`src/rtl/fetch_pkg.sv`:
```
// Shared constants for the instruction fetch controller: FSM encoding,
// the NOP presented on bubbles and the sequential PC increment.
package fetch_pkg;

    typedef logic [1:0] fetch_state_t;

    localparam fetch_state_t ST_BOOT = 2'd0;
    localparam fetch_state_t ST_RUN  = 2'd1;
    localparam fetch_state_t ST_HALT = 2'd2;

    localparam logic [31:0] INSTR_NOP = 32'h0000_0013;
    localparam logic [31:0] PC_STEP   = 32'd4;
    localparam int          PERF_W    = 32;

    // Instructions are word aligned, so the two byte-offset bits are dropped.
    function automatic logic [31:0] align_word(input logic [31:0] pc);
        return pc & ~32'd3;
    endfunction

endpackage

```
`src/rtl/fetch_perf_counters.sv`:
```
// Free-running, wrapping counters of delivered and stalled fetch slots.
// Only instantiated when FETCH_PERF_EN is defined.
module fetch_perf_counters
    import fetch_pkg::*;
(
    input  logic              clk,
    input  logic              rst_n,
    input  logic              i_valid,
    input  logic              i_ready,
    output logic [PERF_W-1:0] o_fetch_cnt,
    output logic [PERF_W-1:0] o_stall_cnt
);

    logic [PERF_W-1:0] r_fetch_cnt;
    logic [PERF_W-1:0] r_stall_cnt;

    always_ff @(posedge clk or negedge rst_n) begin
        if (!rst_n) begin
            r_fetch_cnt <= '0;
            r_stall_cnt <= '0;
        end else begin
            if (i_valid && i_ready)
                r_fetch_cnt <= r_fetch_cnt + 1'b1;
            if (i_valid && !i_ready)
                r_stall_cnt <= r_stall_cnt + 1'b1;
        end
    end

    assign o_fetch_cnt = r_fetch_cnt;
    assign o_stall_cnt = r_stall_cnt;

endmodule

```
`src/rtl/fetch_controller.sv`:
```
// Instruction fetch sequencer in front of a 1-cycle synchronous-read memory.
// Define FETCH_PERF_EN to add the perf_fetch_cnt / perf_stall_cnt outputs.
module fetch_controller
    import fetch_pkg::*;
#(
    parameter logic [31:0] RESET_PC = 32'h0000_0000,
    parameter int          IM_AW    = 8
) (
    input  logic        CLK,
    input  logic        RST_N,
    input  logic        fetch_en,
    input  logic        redirect_valid,
    input  logic [31:0] redirect_pc,
    input  logic        if_ready,
    output logic [31:0] im_addr,
    input  logic [31:0] im_rdata,
    output logic        if_valid,
    output logic [31:0] if_pc,
    output logic [31:0] if_instr
`ifdef FETCH_PERF_EN
    ,
    output logic [31:0] perf_fetch_cnt,
    output logic [31:0] perf_stall_cnt
`endif
);

    fetch_state_t r_state;
    fetch_state_t w_state_next;
    logic [31:0]  r_fetch_pc;
    logic [31:0]  w_next_pc;

    // r_fetch_pc is the address whose data is currently on im_rdata, so the
    // memory is always addressed with the value r_fetch_pc will take next.
    always_comb begin
        w_next_pc = r_fetch_pc;
        if (redirect_valid)
            w_next_pc = align_word(redirect_pc);
        else if (r_state == ST_RUN && if_ready)
            w_next_pc = r_fetch_pc + PC_STEP;
    end

    assign im_addr  = {{(32 - IM_AW){1'b0}}, w_next_pc[IM_AW+1:2]};
    assign if_valid = (r_state == ST_RUN) && !redirect_valid;
    assign if_pc    = r_fetch_pc;
    assign if_instr = if_valid ? im_rdata : INSTR_NOP;

    // A stalled valid instruction keeps the FSM in RUN even with fetch_en low.
    always_comb begin
        w_state_next = r_state;
        case (r_state)
            ST_BOOT: w_state_next = fetch_en ? ST_RUN : ST_HALT;
            ST_RUN:  if (!fetch_en && (if_ready || !if_valid)) w_state_next = ST_HALT;
            ST_HALT: if (fetch_en) w_state_next = ST_RUN;
            default: w_state_next = ST_BOOT;
        endcase
    end

    always_ff @(posedge CLK or negedge RST_N) begin
        if (!RST_N) begin
            r_state    <= ST_BOOT;
            r_fetch_pc <= RESET_PC;
        end else begin
            r_state    <= w_state_next;
            r_fetch_pc <= w_next_pc;
        end
    end

`ifdef FETCH_PERF_EN
    fetch_perf_counters u_perf (
        .clk         (CLK),
        .rst_n       (RST_N),
        .i_valid     (if_valid),
        .i_ready     (if_ready),
        .o_fetch_cnt (perf_fetch_cnt),
        .o_stall_cnt (perf_stall_cnt)
    );
`endif

endmodule

```
`config.mk`:
```
export PLATFORM = sky130hd
export DESIGN_NAME = fetch_controller
export DESIGN_NICKNAME = d
export VERILOG_FILES = /design/src/rtl/fetch_pkg.sv /design/src/rtl/fetch_perf_counters.sv /design/src/rtl/fetch_controller.sv
export SDC_FILE = /design/constraint.sdc
export NUM_CORES = 1
export LEC_CHECK = 0
export CORE_MARGIN = 3
export CORE_UTILIZATION = 38
export CTS_CLUSTER_DIAMETER = 150
export DETAILED_ROUTE_END_ITERATION = 6
export GPL_ROUTABILITY_DRIVEN = 0
export PLACE_DENSITY = 0.88
export SYNTH_ARGS = -nofsm -noshare
export SYNTH_HDL_FRONTEND = slang
export SYNTH_SLANG_ARGS = --single-unit
```
`constraint.sdc`:
```
create_clock -name CLK -period 8.55 [get_ports CLK]
set_clock_uncertainty 0.2 [all_clocks]
set_input_delay 2.565 -clock CLK [delete_from_list [all_inputs] [get_ports CLK]]
set_output_delay 2.565 -clock CLK [all_outputs]
set_load 0.03 [all_outputs]
```
Word level (Yosys, flattened, before mapping)
Cells that the tools add are included.
{ "word_totals": {"register_bits": 34, "word_cells": 25, "input_bits": 69, "output_inout_bits": 97} }
{ "op_classes": {"reduce_logical": 10, "muxes": 7, "add_sub_neg": 1, "eq_ne": 4} }
{ "ops": {"columns": ["cell", "n"], "rows": [
  ["2-to-1 mux 32 bit", 3],
  ["adder 32 x 3 -> 32 bit, second input constant", 1],
  ["2-to-1 mux 2 bit", 3],
  ["case mux 2 bit (3 select lines)", 1],
  ["logical AND 1 bit", 3],
  ["zero test 1 bit", 3],
  ["== test 2 x 1 -> 1 bit, second input constant", 1],
  ["== test 2 bit, second input constant", 1],
  ["zero test 2 bit", 1],
  ["inequality test 2 x 1 -> 1 bit, second input constant", 1],
  ["inequality test 2 bit, second input constant", 1],
  ["AND reduction 2 bit", 1],
  ["nonzero test 2 bit", 1],
  ["logical OR 1 bit", 1]
]} }

Depth between registers and ports, before layout
Gate-level depths: netlist of the first run.
{ "logic_depth": {"depth_word": 7, "mapped_depth": 7, "mapped_depth_nobuf": 6} }

Worst setup path after synthesis of the first run
OpenSTA, ideal clock, no wires.
{ "synth_path": {"path_kind": "input port to output port", "from": "input if_ready", "to": "output im_addr[7]", "n_path_buf": 2, "setup_slack_ps": 1866, "path_stages": 7, "t_required_ps": 5785, "arrival_ps": 3919, "path_cell_list": "and3b_2 buf_6 nand3_1 or2_2 xnor2_1 mux2_2 buf_4"} }
{ "synth_between": {"elab_chain_cells": 3} }
{ "synth_rtl": {"columns": ["element", "line", "rtl"], "rows": [
  ["from (decl)", "fetch_controller.sv:14", "input logic if_ready,"],
  ["logical AND 1 bit", "fetch_controller.sv:38", "else if (r_state == ST_RUN && if_ready)"],
  ["2-to-1 mux 32 bit", "fetch_controller.sv:38", null],
  ["2-to-1 mux 32 bit", "fetch_controller.sv:36", "if (redirect_valid)"],
  ["to (decl)", "fetch_controller.sv:15", "output logic [31:0] im_addr,"]
]} }
No other way between the ends. The select of a mux whose other input is x is not followed.

Final worst setup path of the first run
Ends and elaborated chain as after synthesis.

==> results of run 1 <==
[layout by cell type, fill, tap and decap left out]
cell type / count
clkdlybuf4s50_1: 136
nand2_1: 35
dfrtp_1: 32
and2_1: 30
conb_1: 26
o21ai_0: 25
xnor2_1: 21
nor3_1: 10
xor2_1: 8
nand3_1: 7
nor2_1: 7
nand4_1: 6
clkbuf_8: 6
and4_1: 5
inv_1: 5
nand2b_1: 3
mux2_2: 3
a21oi_1: 3
nor4_2: 3
buf_4: 3
and3_1: 2
nand4_4: 2
nor3b_1: 2
o21ai_1: 2
clkinv_2: 2
nor3b_2: 1
and3b_2: 1
or2_2: 1
mux2i_1: 1
o21a_1: 1
nor4_4: 1
ha_1: 1
buf_2: 1
[per-layer routing]
layer / track usage [%] / routed length [µm] / vias to the layer above
met3: 7.700 / 743 / 4
met2: 37.02 / 3705 / 102
met1: 21.22 / 2513 / 1028
met4: 4.971 / 52 / 0
met5: 0 / 0 / -
li1: - / - / 1068
[critical path, stage by stage]
cell             delay (ns)
clkdlybuf4s50_1        0.50
and3b_2                0.39
nand3_1                0.23
or2_2                  0.37
xnor2_1                0.13
mux2_2                 0.27
clkdlybuf4s50_1        0.61
[flip-flops by register name (all words and copies together), names as in the netlist]
signal / count
if_pc: 30
r_state: 2
[power by group through the flow]
stage | clock network, mW | registers [mW] | logic (mW)
floorplan | 0 | 0.210 | 0.0901
global placement | 0 | 0.185 | 0.188
detailed placement | 0 | 0.187 | 0.191
CTS | 0.126 | 0.184 | 0.192
global route | 0.130 | 0.187 | 0.202
finish | 0.122 | 0.184 | 0.190
[final timing paths]
check	end	slack, ns	cells after the start
min in group asynchronous	if_pc[14]$_DFFE_PN0P_	2.49	2
max in group asynchronous	if_pc[22]$_DFFE_PN0P_	5.35	2
worst min register to register	r_state[0]$_DFFE_PN0P_	0.32	1
worst max-delay path	im_addr[7]	0.72	7
worst min-delay path	r_state[0]$_DFFE_PN0P_	0.32	1
worst max register to register	if_pc[28]$_DFFE_PN0P_	6.27	5
[metrics by stage]
| stage | worst slack (ns) | util (%) | hold WS, ns |
|---|---|---|---|
| finish | 0.7242 | 64.22 | 0.3215 |
| global route | 0.5766 | 64.22 | 0.3519 |
| global placement | 0.7925 | 62.59 | 0.2806 |
| CTS | 0.6938 | 64.22 | 0.3217 |
| detailed placement | 0.6992 | 62.59 | 0.3126 |
| floorplan | 1.866 | - | 0.2583 |
[logic make-up after synthesis]
| logic type | share of synthesized area (%) |
|---|---|
| XOR/XNOR | 11.11 |
| adder cells (fa/ha/maj) | 0.5470 |
| other | 0.1640 |
| flip-flops | 35.01 |
| multiplexers | 1.915 |
| AO/OA/AOI/OAI | 6.893 |
| buffers and inverters | 14.50 |
| AND/OR/NAND/NOR | 29.87 |
[cell type report]
type	count	area, µm²
inverters	5	18.77
clock buffers	6	82.58
clock inverters	2	10.01
fillers	469	2031
multi-input cells	207	1254
flip-flops and latches	32	800.8
repair buffers	140	1389
well taps	72	90.09
==> results.sh, run 1 <==
export IMPL_swShare_pct=36.52
export IMPL_fmax_mhz=127.8
export IMPL_first_global_vias=2337
export IMPL_htreeDepth=2
export IMPL_dp_cells=456
export IMPL_cp_max_fo=11
export IMPL_synth_top_area_share_pct=35.01
export IMPL_syn2layout_area_growth_pct=59.35
export IMPL_hp_class="register to register"
export IMPL_io_buffers=137
export IMPL_synth_seq_cells=32
export IMPL_fin_crit_sh_pct=91.53
export IMPL_vias=2202
export IMPL_viasPerCell=4.746
export IMPL_layout_cells_non_filler=464
export IMPL_diodes=0
export IMPL_num_nets_final=461
export IMPL_max_slew_margin_pct=57.18
export IMPL_routedWlPerCell_um=15.12
export IMPL_worstMarginPinSlew_ns=0.6404
export IMPL_die_h_um=83.58
export IMPL_p_per_area_nw_per_um2=136.3
export IMPL_die_area_um2=6986
export IMPL_initial_utilization_pct=40.30
export IMPL_clkPwrFrac_pct=24.6
export IMPL_rsz0062_at_grt="no"
export IMPL_drive_gt1_share_pct=6.122
export IMPL_antenna_found_initial=0
export IMPL_grtUsageTotal_pct=20.03
export IMPL_status="finished clean"
export IMPL_grt_pass1_wl_um=11470
export IMPL_synth_commonest_cells="buf_4, nand2_1, dfrtp_1, and2_1, o21ai_0"
export IMPL_grt_overflow=0
export IMPL_holdBufCountCts=0
export IMPL_drc=0
export IMPL_io_pins=166
export IMPL_grt_max_degree=34
export IMPL_fin_crit_ns=7.826
export IMPL_yosys_top_cells_area="dfrtp_1, buf_4, and2_1, xnor2_1, nand2_1"
export IMPL_setup_viol=0
export IMPL_post_synth_num_cell_types=31
export IMPL_cts_max_path_buffers=2
export IMPL_yosys_area_top_type="dfrtp_1"
export IMPL_antenna_left=0
export IMPL_tns_ns=0
export IMPL_drt_total_wl_um=7015
export IMPL_switching_power_mw=0.1814
export IMPL_cts_tree="yes"
export IMPL_insertion_delay_ns=0.28
export IMPL_maxCapViolations=0
export IMPL_cts_sinks=32
export IMPL_hold_violations=0
export IMPL_crit_start="if_ready"
export IMPL_dp_hpwl_um=5516
export IMPL_synth_cells=265
export IMPL_drt_iter0_markers=86
export IMPL_crit_arrival_ns=5.06
export IMPL_fin_area_um2=3645
export IMPL_async_flop_share_pct=100.0
export IMPL_cts_repair_resized=0
export IMPL_rr_startpoint="if_pc[12]$_DFFE_PN0P_"
export IMPL_placedInstanceArea_um2=3552
export IMPL_chipWidth_um=83.58
export IMPL_cts_setup_buffers=0
export IMPL_netlist_area_um2=2287
export IMPL_p_int_mw=0.3154
export IMPL_clk_pin_slew_ns=0.07
export IMPL_numCtsBuffers=5
export IMPL_drtPass1Iterations=4
export IMPL_cts_root_buffer="clkbuf_8"
export IMPL_required_ns=5.79
export IMPL_ys_warn_count=0
export IMPL_worstHoldStart="r_state[1]$_DFFE_PN0P_"
export IMPL_fin_total_pwr_mw=0.4968
export IMPL_synth_edff_count=0
export IMPL_fp_coreArea_um2=5675
export IMPL_p_leak_nw=1.447
export IMPL_ys_flop_type="dfrtp_1"
export IMPL_rows=27
export IMPL_slew_viol_final=0
export IMPL_path_class="input pin to output port"
export IMPL_yosysSeqAreaShare_pct=35.01
export IMPL_peakVddDrop_mv=0.06223
export IMPL_pwr_share_comb_pct=38.3
export IMPL_synth_area_per_cell_um2=8.631
export IMPL_cp_end_kind="output port"
export IMPL_seqPwrFrac_pct=37.1
export IMPL_startpoint_type="input pin"
(Power assumes the default switching activity.)
==> run 2: changes to the inputs <==
--- a/config.mk
+++ b/config.mk
@@ -13,2 +13,3 @@
 export PLACE_DENSITY = 0.88
+export SLEW_MARGIN = 20
 export SYNTH_ARGS = -nofsm -noshare
--- a/constraint.sdc
+++ b/constraint.sdc
@@ -4,2 +4,2 @@
 set_output_delay 2.565 -clock CLK [all_outputs]
-set_load 0.03 [all_outputs]
+set_load 0.05 [all_outputs]
==> run 2 against run 1 <==
Effect of this change: sequential share of layout area about the same; sequential cell count unchanged; count of clock-buffer cells in the layout unchanged; via count down 0.23%; wire length down 4.5%; register-to-register slack better by 0.04 ns; first-iteration DRC count down 57%; largest power group unchanged.
==> results.sh, run 2 (same netlist as run 1, synthesis figures left out) <==
export IMPL_drt_total_wl_um=6696
export IMPL_cts_setup_buffers=0
export IMPL_antenna_left=0
export IMPL_io_buffers=137
export IMPL_htreeDepth=2
export IMPL_holdBufCountCts=0
export IMPL_initial_utilization_pct=40.30
export IMPL_status="finished clean"
export IMPL_final_util_pct=64.09
export IMPL_clk_pin_slew_ns=0.06
export IMPL_critical_path_top_delay_family="buffers and inverters"
export IMPL_io_pins=166
export IMPL_layout_cells_non_filler=463
export IMPL_startpoint_type="input pin"
export IMPL_cts_max_path_buffers=2
export IMPL_antenna_found_initial=0
export IMPL_grt_util_met1_pct=20.28
export IMPL_max_slew_margin_pct=40.01
export IMPL_fin_total_pwr_mw=0.5397
export IMPL_cp_end_kind="output port"
export IMPL_drtPass1Iterations=4
export IMPL_cts_tree="yes"
export IMPL_grt_overflow=0
export IMPL_path_cells="clkdlybuf4s50_1 > and3b_2 > nand3_1 > or2_2 > xnor2_1 > mux2_2 > clkdlybuf4s50_1"
export IMPL_met2_usage_pct=34.42
export IMPL_fp_coreArea_um2=5675
export IMPL_placedInstanceArea_um2=3545
export IMPL_hold_violations=0
export IMPL_crit_arrival_ns=5.13
export IMPL_slew_viol_final=0
export IMPL_chipWidth_um=83.58
export IMPL_cts_root_buffer="clkbuf_8"
export IMPL_path_class="input pin to output port"
export IMPL_diodes=0
export IMPL_drc=0
export IMPL_grtUsageTotal_pct=19.05
export IMPL_die_area_um2=6986
export IMPL_fin_crit_ns=7.894
export IMPL_tns_ns=0
export IMPL_cts_repair_resized=0
export IMPL_peakVddDrop_mv=0.07801
export IMPL_rows=27
export IMPL_final_common_cell="clkdlybuf4s50_1"
export IMPL_syn2layout_area_growth_pct=59.03
export IMPL_p_per_area_nw_per_um2=148.4
export IMPL_insertion_delay_ns=0.28
export IMPL_crit_top_cell="clkdlybuf4s50_1"
export IMPL_num_nets_final=460
export IMPL_viasPerCell=4.745
export IMPL_vias=2197
export IMPL_slowest_delay_ns=0.81
export IMPL_maxCapViolations=0
export IMPL_routedWlPerCell_um=14.46
export IMPL_path_buf_inv=2
export IMPL_rsz0062_at_grt="no"
export IMPL_fin_crit_sh_pct=92.33
export IMPL_drive_gt1_share_pct=5.882
export IMPL_fmax_mhz=126.7
export IMPL_busiest_layer="met2"
export IMPL_drt_iter0_markers=37
export IMPL_cp_max_fo=11
export IMPL_first_global_vias=2273
export IMPL_dp_cells=455
export IMPL_dp_hpwl_um=5247
export IMPL_cts_sinks=32
export IMPL_p_leak_nw=1.442
export IMPL_numCtsBuffers=5
export IMPL_hp_class="register to register"
export IMPL_grt_max_degree=60
export IMPL_fin_area_um2=3637
export IMPL_grt_pass1_wl_um=10860
export IMPL_grtUsageMet3_pct=6.811
export IMPL_setup_viol=0
export IMPL_required_ns=5.79
export IMPL_largest_reg_flops=30
export IMPL_mostFrequentLayoutCells="clkdlybuf4s50_1, nand2_1, dfrtp_1"
export IMPL_die_h_um=83.58
export IMPL_worstMarginPinSlew_ns=0.8999
export IMPL_slowest_stage="clkdlybuf4s50_1"
==> run 2: cell types whose count changed in the layout (fill, tap and decap cells not counted) <==
| cell | delta |
|---|---|
| buf_4 | -1 |
==> run 2: final timing paths <==
| check | startpoint | to | slack, ns | cells past startpoint |
|---|---|---|---|---|
| worst min-delay path | r_state[1]$_DFFE_PN0P_ | r_state[0]$_DFFE_PN0P_ | 0.31 | 1 |
| worst min register to register | r_state[1]$_DFFE_PN0P_ | r_state[0]$_DFFE_PN0P_ | 0.31 | 1 |
| worst max-delay path | if_ready | im_addr[7] | 0.66 | 7 |
| max in group asynchronous | RST_N | if_pc[21]$_DFFE_PN0P_ | 5.36 | 2 |
| worst max register to register | if_pc[16]$_DFFE_PN0P_ | if_pc[28]$_DFFE_PN0P_ | 6.31 | 5 |
| min in group asynchronous | RST_N | if_pc[14]$_DFFE_PN0P_ | 2.49 | 2 |
==> run 2: final cells by class <==
| class | count | area, µm² |
|---|---|---|
| timing repair buffer | 139 | 1381 |
| fill | 481 | 2038 |
| clock inverter | 2 | 10.01 |
| sequential | 32 | 800.8 |
| multi-input combinational | 207 | 1254 |
| clock buffer | 6 | 82.58 |
| inverter | 5 | 18.77 |
| tap | 72 | 90.09 |
==> run 2: report_power, final <==
group,internal (mW),switching [mW],total [mW]
Combinational,0.0850,0.151,0.236
Sequential,0.166,0.0181,0.184
Clock,0.0642,0.0558,0.120
==> run 2: through the flow <==
step           setup WS, ns  hold WS [ns]
2_1_floorplan         1.614        0.2583
3_3_place_gp         0.6705        0.2810
3_5_place_dp         0.6244        0.2953
4_1_cts              0.6176        0.3042
5_1_grt              0.4760        0.3443
6_report             0.6559        0.3060
==> run 2: worst register-to-register path, cell delays in order, from the launching register on <==
cell     delay, ns
dfrtp_1       0.44
and4_1        0.24
nand4_1       0.50
nor4_2        0.38
xor2_1        0.10
mux2_2        0.27
==> run 2: metal layers <==
layer	wire length, µm	vias to the layer above
li1	-	1068
met5	0	-
met2	3436	108
met4	139	0
met1	2480	1006
met3	640	15
